$ cat src/rtl/fetch_sequencer.sv
// fetch_sequencer: imem fetch front end; resolves JMP/JNZ/ZNJ locally, issues other ops to execute, detects halt
// Ports: clk/rst_n clock and async active-low reset; start_i leaves IDLE; pc_o/op_i imem address and data;
// dec_valid_o/ex_ready_i issue handshake with dec_*_o fields; ex_done_i/ex_flag_i execute completion and flag;
// halted_o sticky self-jump indicator; retired_o saturating retire count; fetch_pc_o pc of the instruction in ir.
module fetch_sequencer #(
  parameter int unsigned     PC_W     = 9,
  parameter int unsigned     OP_W     = 23,
  parameter logic [PC_W-1:0] RESET_PC = '0,
  parameter int unsigned     CNT_W    = 16,
  parameter logic [4:0]      OP_JMP   = 5'd16,
  parameter logic [4:0]      OP_JNZ   = 5'd17,
  parameter logic [4:0]      OP_ZNJ   = 5'd18
) (
  input  logic             clk,
  input  logic             rst_n,
  input  logic             start_i,
  output logic [PC_W-1:0]  pc_o,
  input  logic [OP_W-1:0]  op_i,
  output logic             dec_valid_o,
  input  logic             ex_ready_i,
  input  logic             ex_done_i,
  input  logic             ex_flag_i,
  output logic [4:0]       dec_opcode_o,
  output logic [5:0]       dec_dst_o,
  output logic [5:0]       dec_src1_o,
  output logic [5:0]       dec_src2_o,
  output logic [4:0]       dec_imm_o,
  output logic             halted_o,
  output logic [CNT_W-1:0] retired_o,
  output logic [PC_W-1:0]  fetch_pc_o
);
  typedef enum logic [2:0] {IDLE, FETCH, DECODE, ISSUE, WAIT, HALT} state_t;
  state_t            state_q, state_d;
  logic [PC_W-1:0]   pc_q, pc_d, fetch_pc_q, fetch_pc_d;
  logic [OP_W-1:0]   ir_q, ir_d, dec_q, dec_d;
  logic              flag_q, flag_d, dec_valid_q, dec_valid_d, halted_q, halted_d;
  logic [CNT_W-1:0]  retired_q, retired_d;
  logic              is_br, taken, finish, retire;
  logic [4:0]        opc;
  logic [PC_W-1:0]   target;
  assign opc    = ir_q[22:18];
  assign target = ir_q[PC_W-1:0];
  assign is_br  = opc == OP_JMP || opc == OP_JNZ || opc == OP_ZNJ;
  assign taken  = opc == OP_JMP || (opc == OP_JNZ && flag_q) || (opc == OP_ZNJ && !flag_q);
  // execute completion: either same-cycle with the accept, or later while waiting
  assign finish = ex_done_i && ((state_q == ISSUE && ex_ready_i) || state_q == WAIT);
  assign retire = finish || (state_q == DECODE && is_br);
  assign retired_d = (retire && retired_q != '1) ? retired_q + 1'b1 : retired_q;
  always_comb begin
    state_d     = state_q;
    pc_d        = pc_q;
    ir_d        = ir_q;
    fetch_pc_d  = fetch_pc_q;
    dec_d       = dec_q;
    dec_valid_d = dec_valid_q;
    flag_d      = flag_q;
    halted_d    = halted_q;
    case (state_q)
      IDLE:   state_d = start_i ? FETCH : IDLE;
      FETCH: begin
        ir_d       = op_i;
        fetch_pc_d = pc_q;
        state_d    = DECODE;
      end
      DECODE:
        if (!is_br) begin
          dec_d       = ir_q;
          dec_valid_d = 1'b1;
          state_d     = ISSUE;
        end else if (taken && target == fetch_pc_q) begin
          halted_d = 1'b1;
          state_d  = HALT;
        end else begin
          pc_d    = taken ? target : pc_q + 1'b1;
          state_d = FETCH;
        end
      ISSUE:
        if (ex_ready_i) begin
          dec_valid_d = 1'b0;
          state_d     = ex_done_i ? FETCH : WAIT;
        end
      WAIT:   state_d = ex_done_i ? FETCH : WAIT;
      default: state_d = HALT;
    endcase
    if (finish) begin
      flag_d = ex_flag_i;
      pc_d   = pc_q + 1'b1;
    end
  end
  always_ff @(posedge clk or negedge rst_n)
    if (!rst_n) begin
      state_q     <= IDLE;
      pc_q        <= RESET_PC;
      ir_q        <= '0;
      fetch_pc_q  <= '0;
      dec_q       <= '0;
      dec_valid_q <= 1'b0;
      flag_q      <= 1'b0;
      halted_q    <= 1'b0;
      retired_q   <= '0;
    end else begin
      state_q     <= state_d;
      pc_q        <= pc_d;
      ir_q        <= ir_d;
      fetch_pc_q  <= fetch_pc_d;
      dec_q       <= dec_d;
      dec_valid_q <= dec_valid_d;
      flag_q      <= flag_d;
      halted_q    <= halted_d;
      retired_q   <= retired_d;
    end
  assign pc_o         = pc_q;
  assign dec_valid_o  = dec_valid_q;
  assign dec_opcode_o = dec_q[22:18];
  assign dec_dst_o    = dec_q[17:12];
  assign dec_src1_o   = dec_q[11:6];
  assign dec_src2_o   = dec_q[5:0];
  assign dec_imm_o    = dec_q[4:0];
  assign halted_o     = halted_q;
  assign retired_o    = retired_q;
  assign fetch_pc_o   = fetch_pc_q;
endmodule

$ cat config.mk
export PLATFORM = sky130hd
export DESIGN_NAME = fetch_sequencer
export DESIGN_NICKNAME = d
export VERILOG_FILES = /design/src/rtl/fetch_sequencer.sv
export SDC_FILE = /design/constraint.sdc
export NUM_CORES = 1
export LEC_CHECK = 0
export CAP_MARGIN = 20
export CORE_MARGIN = 4
export CORE_UTILIZATION = 50
export CTS_CLUSTER_SIZE = 8
export DETAILED_ROUTE_END_ITERATION = 12
export PLACE_DENSITY = 0.79
export SYNTH_ARGS = -nofsm -noshare
export SYNTH_HDL_FRONTEND = slang
export SYNTH_SLANG_ARGS = --single-unit
export TNS_END_PERCENT = 20
$ cat constraint.sdc
create_clock -name clk -period 4.65 [get_ports clk]
set_input_delay 1.395 -clock clk [delete_from_list [all_inputs] [get_ports clk]]
set_output_delay 1.395 -clock clk [all_outputs]
set_load 0.02 [all_outputs]
==> flow_summary.yaml, run 1 <==
setup_path:
  path_class: "input pin to flop"
  worstPathMaxFanout: 20
  cp.required_ns: 4.89
  cp-end-kind: "flop"
  r2r_start: "ir_q[21]$_DFFE_PN0N_"
  critPathArrivalTime_ns: 3.62
  cpLargestDelayFamily: "simple AND/OR/NAND/NOR gates"
  cp_cell_sequence: "clkdlybuf4s50_1 > nand4b_1 > a21oi_2 > buf_4 > or4_1 > and2_0 > a22o_1"
  startpoint: "ex_ready_i"
  crit_buf_inv: 2
  max_stage_delay_ns: 0.72
  slowest_stage: "or4_1"
  startpoint_type: "input pin"
timing:
  min_period_over_period_pct: 72.7
  post-route-min-period_ns: 3.38
  setup_ws_ns: 1.27
  timing.setup.tns_ns: 0
  maxSlewViolCount: 0
  hold-worst-slack_ns: 0.493
  worst_clock_skew_ns: 0.0129
  slew-limit-headroom_pct: 70.6
  max_slew.worst_pin.slew_ns: 0.439
  finalHoldViolCount: 0
  fmax_ghz: 0.296
  rsz0062_at_grt: "no"
  finalSetupViolations: 0
logic_synthesis:
  async_flop_share_pct: 100
  ys_types: 50
  synth_most_common_cell: "dfrtp_1"
  synth.cell_area_sq_um: 3920
  synth_edf_count: 0
  yosysSeqAreaShare_pct: 54.9
  synthCells: 317
  yosysWarnings: 0
  synth.top_cells.by_count: "dfrtp_1 (86), mux2_2 (56), nand2_1 (18), xnor2_1 (15), o21ai_0 (12)"
  synth_top_area_share_pct: 54.9
  syn_area_per_cell_sq_um: 12.4
  syn_nets: 348
  synth_ff_type: "dfrtp_1"
  synth-seq-cells: 86
  ys_top_cells_by_area: "dfrtp_1 (55%), mux2_2 (16%), xnor2_1 (3.4%), nand2_1 (1.7%), xor2_1 (1.6%)"
  yosysTopAreaCell: "dfrtp_1"
drt:
  antenna_left: 0
  first_pass_iters: 5
  drt_iter0_drc: 186
  vias_per_cell: 5.48
  wl_per_cell_um: 16.9
  remaining_drc_errors: 0
  via_count: 2805
  postRouteWirelength_mm: 8.64
pwr:
  power_density_nw_per_um2: 269
  peakVddDrop_v: 0.000176
  p_leak_uw: 0.00229
  total_power_uw: 1380
floorplanning:
  io_pins: 93
  rows: 32
  die_h_um: 96.6
  start_util_pct: 51.0
  core_sq_um: 7690
  die_area_sq_um: 9320
  die_x_um: 96.6
clock_tree:
  h-tree-depth: 3
  cts_resized: 0
  cts.sinks: 86
  cts_buffer_depth: 2
  insertion_delay_ns: 0.35
  cts_setup_buffers: 0
  clk_pin_slew_ns: 0.09
  numCtsBuffers: 9
  ctsHoldBuffers: 0
  cts_tree: "done"
  cts_root_buffer: "clkbuf_8"
global_routing:
  grt_pass1_wl_mm: 14.0
  antenna_found_initial: 0
  grt_max_degree: 87
  grt_pass1_vias: 2747
  gr-total-overflow: 0
  grt.total_usage_pct: 19.8
placement:
  hpwl_mm: 6.06
  place_congestion: 0.831
  io_buffers: 92
  place_ws_ns: 0.919
outcome:
  status: "finished, final reports clean"
final_layout:
  diodes: 0
  area_growth_pct: 30.5
  nets: 436
  drive_gt1_share_pct: 21.0
worst_hold_path:
  hold_path.startpoint: "halted_o$_DFFE_PN0P_"
  hp-class: "flop to flop"
job:
  cap_violations: 0
==> power by group <==
| group | internal [uW] | leakage [uW] | total, uW | switching (uW) |
|---|---|---|---|---|
| logic | 40.0 | 0.00104 | 74.4 | 34.4 |
| registers | 754 | 0.00115 | 765 | 11.0 |
| clock network | 255 | 0.000102 | 536 | 281 |
| total | 1050 | 0.00229 | 1380 | 327 |
==> layout by cell type (no fill, tap or decap), types with 2 or more instances in the layout <==
master           count
xnor2_1             15
dfrtp_1             86
nor3b_1              2
nand2_1             18
clkdlybuf4s50_1     91
o21bai_1             3
mux2_2              56
a21oi_1              9
ha_1                 2
o2111ai_1            2
mux2i_1              2
a21oi_2              2
mux2_1               3
xor2_1               7
inv_1                7
buf_4                4
nand4_1              7
or4_1                2
nand3_1              7
a31oi_1              9
clkbuf_8             9
and3_1               5
nor2_1               7
o211ai_1             4
nor4_1               4
nor3_1               2
o21ai_0             12
or3_1                2
clkinv_4             2
or2_2                2
==> cells by family (layout without fill, tap and decap cells) <==
group           count (synthesis)  after routing  share of synthesized area (%)
mux                            61             61                           17.5
xor+xnor                       22             22                           4.91
flops                          86             86                           54.9
buf+inv                        26            119                           3.51
simple gates                   71             71                           10.5
fa+ha+maj                       2              2                          0.638
compound gates                 49             49                           8.07
==> final cells by class <==
type / count / area, sq um
Clock buffer: 9 / 124
Clock inverter: 7 / 80.1
Fill cell: 596 / 2570
Inverter: 7 / 26.3
Multi-Input combinational cell: 205 / 1640
Sequential cell: 86 / 2150
Tap cell: 102 / 128
Timing Repair Buffer: 96 / 968
==> path summary, 6_finish.rpt <==
path,endpoint,depth (start not counted),slack (ns)
setup / recovery,pc_o[3]$_DFFE_PN0P_,7,1.27
hold / removal,halted_o$_DFFE_PN0P_,1,0.49
setup reg to reg,pc_o[3]$_DFFE_PN0P_,5,2.23
hold reg to reg,halted_o$_DFFE_PN0P_,1,0.49
max in group asynchronous,retired_o[2]$_DFFE_PN0P_,2,3.07
min in group asynchronous,dec_q[20]$_DFFE_PN0P_,1,0.98
==> stage by stage <==
| stage | cell area [sq um] | cells | util (%) |
|---|---|---|---|
| after floorplan | 3920 | 317 | - |
| after global placement | 4890 | 495 | 63.6 |
| after detailed placement | 4890 | 495 | 63.6 |
| after CTS | 5090 | 511 | 66.2 |
| after global routing | 5120 | 512 | 66.6 |
| final | 5120 | 512 | 66.6 |
==> state kept, by name, summed over array words and instances, names as in the netlist <==
name and count:
fetch_pc_o 9, pc_o 9, flag_q 1, dec_valid_o 1, halted_o 1, retired_o 16, state_q 3, ir_q 23
dec_q 23
==> per-layer routing <==
| layer | routed length (um) | share of wire [%] | track usage, % | up-vias |
|---|---|---|---|---|
| met5 | 0 | 0 | 0 | - |
| met2 | 4230 | 49 | 31.7 | 84 |
| met4 | 149 | 1.7 | 7.83 | 0 |
| met1 | 3800 | 44 | 26.3 | 1383 |
| li1 | - | - | - | 1327 |
| met3 | 460 | 5.3 | 4.34 | 11 |
No activity file was read; power rests on OpenSTA's default activity.
==> run 2: changes to the inputs <==
- CORE_UTILIZATION: 50 -> 45
- PLACE_DENSITY: 0.79 -> 0.75
- clock period: 4.65 -> 2.8 ns (I/O delays scaled with it)
==> run 2 against run 1 <==
- register-to-register slack lost 1.8 ns
- final cell count up 1.4%
- critical path depth increased by 1
- sequential share of layout area is 0.39 points lower
- clock power up 80%
- die area grew 10%
- setup slack got worse by 0.97 ns
- sequential power grew 66%
- global-route usage decreased by 1.5 points
- routed wire length is 3.7% higher
- largest power group unchanged
==> flow_summary.yaml, run 2 (synthesis gave the netlist of run 1 again) <==
global_routing:
  grt_pass1_wl_mm: 14.7
  antenna_found_initial: 0
  grt.total_usage_pct: 18.3
  grt_max_degree: 53
  gr-total-overflow: 0
  grt_pass1_vias: 2865
setup_path:
  worstPathMaxFanout: 18
  cp-end-kind: "flop"
  cp.required_ns: 3.03
  path_class: "input pin to flop"
  critPathArrivalTime_ns: 2.74
  startpoint_type: "input pin"
floorplanning:
  die_x_um: 101
  die_area_sq_um: 10300
  die_h_um: 101
  start_util_pct: 47.0
  rows: 33
  core_sq_um: 8340
  io_pins: 93
placement:
  io_buffers: 92
  place_ws_ns: -0.00546
  place_congestion: 0.820
  hpwl_mm: 6.49
outcome:
  status: "finished, final reports clean"
pwr:
  pwr-share-seq_pct: 53.8
  total_power_uw: 2360
  p_sw_uw: 535
  power_density_nw_per_um2: 457
  peakVddDrop_v: 0.000291
  switching_share_pct: 22.6
  pwr-share-clk_pct: 40.9
  p_int_uw: 1830
  p_leak_uw: 0.00232
  power_frac_comb_pct: 5.3
drt:
  drt_iter0_drc: 132
  via_count: 2866
  vias_per_cell: 5.52
  antenna_left: 0
  first_pass_iters: 4
  remaining_drc_errors: 0
  wl_per_cell_um: 17.3
  postRouteWirelength_mm: 8.96
timing:
  maxSlewViolCount: 0
  fmax_ghz: 0.399
  max_slew.worst_pin.slew_ns: 0.456
  setup_ws_ns: 0.295
  finalSetupViolations: 0
  slew-limit-headroom_pct: 69.6
  min_period_over_period_pct: 89.5
  finalHoldViolCount: 0
  worst_clock_skew_ns: 0.0126
  rsz0062_at_grt: "no"
  post-route-min-period_ns: 2.51
final_layout:
  final_cell_mix: "clkdlybuf4s50_1 (91), dfrtp_1 (86), mux2_2 (56)"
  nets: 441
  area_growth_pct: 31.7
  nFillCells: 698
  final_common_cell: "clkdlybuf4s50_1"
  diodes: 0
  drive_gt1_share_pct: 21.7
clock_tree:
  insertion_delay_ns: 0.36
  ctsHoldBuffers: 0
  cts.sinks: 86
  cts_root_buffer: "clkbuf_8"
  numCtsBuffers: 9
  cts_resized: 0
  cts_tree: "done"
  clk_pin_slew_ns: 0.08
  cts_setup_buffers: 0
  h-tree-depth: 3
  cts_buffer_depth: 2
worst_hold_path:
  hp-class: "input pin to asynchronous set/reset pin"
job:
  cap_violations: 0
==> run 2: cell count changes in the layout (fill, tap and decap cells not counted) <==
cell       delta
buf_4         +5
buf_16        -1
clkinv_4      -2
clkinv_2      -1
inv_6         +2
inv_8         -1
buf_12        +1
bufinv_16     +1
==> run 2: power groups by stage <==
stage	combinational, uW	sequential, uW	clock (uW)
6_report	125	1270	965
5_1_grt	137	1270	1030
4_1_cts	128	1270	984
3_5_place_dp	127	1300	0
3_3_place_gp	126	1290	0
2_1_floorplan	16.5	1310	0
==> run 2: worst paths after layout <==
kind	from	to	slack, ns	depth (start not counted)
worst max-delay path	ex_ready_i	pc_o[7]$_DFFE_PN0P_	0.29	8
worst min-delay path	rst_n	ir_q[6]$_DFFE_PN0N_	0.43	1
worst max register to register	state_q[1]$_DFFE_PN0P_	pc_o[7]$_DFFE_PN0P_	0.48	7
worst min register to register	retired_o[6]$_DFFE_PN0P_	retired_o[6]$_DFFE_PN0P_	0.50	1
max in group asynchronous	rst_n	fetch_pc_o[2]$_DFFE_PN0N_	1.76	2
min in group clk	retired_o[6]$_DFFE_PN0P_	retired_o[6]$_DFFE_PN0P_	0.50	1
==> run 2: metrics by stage <==
stage	utilization (%)	area [sq um]	setup TNS, ns	std cells	hold WS (ns)
after detailed placement	59.3	4950	-0.00978	504	0.491
final	61.9	5170	0	519	0.431
after global routing	61.9	5170	0	519	0.457
after floorplan	-	3920	0	317	0.475
after CTS	61.9	5170	0	519	0.432
after global placement	59.3	4950	0	504	0.483
==> run 2: final cells by class <==
cell class / instances / area, sq um / area share (%)
clock buffer: 9 / 124 / 2.40
clock inverter: 6 / 93.8 / 1.82
inverter: 7 / 26.3 / 0.509
multi-input combinational: 205 / 1640 / 31.8
sequential: 86 / 2150 / 41.7
tap: 105 / 131 / 2.54
timing repair buffer: 101 / 998 / 19.3
==> run 2: worst max-delay path, stage by stage <==
cell and delay, ns:
clkdlybuf4s50_1 0.48, nand4b_1 0.11, a21oi_2 0.30, buf_4 0.28, or2_2 0.19, and2_0 0.28, buf_4 0.19, a21oi_1 0.06
==> run 2: layer usage <==
metal  track usage (%)  up-vias  part of all wire (%)
met4              6.85        0                   1.5
met2              29.1       82                    50
met5                 0        -                     0
met3              3.72        9                   4.7
met1              25.0     1445                    44
li1                  -     1330                     -
==> run 3: changes to the inputs <==
- ABC_CLOCK_PERIOD_IN_PS: unset -> 2800
==> results of run 3 <==
The final DEF is identical to that of run 2; final timing and power are the same.
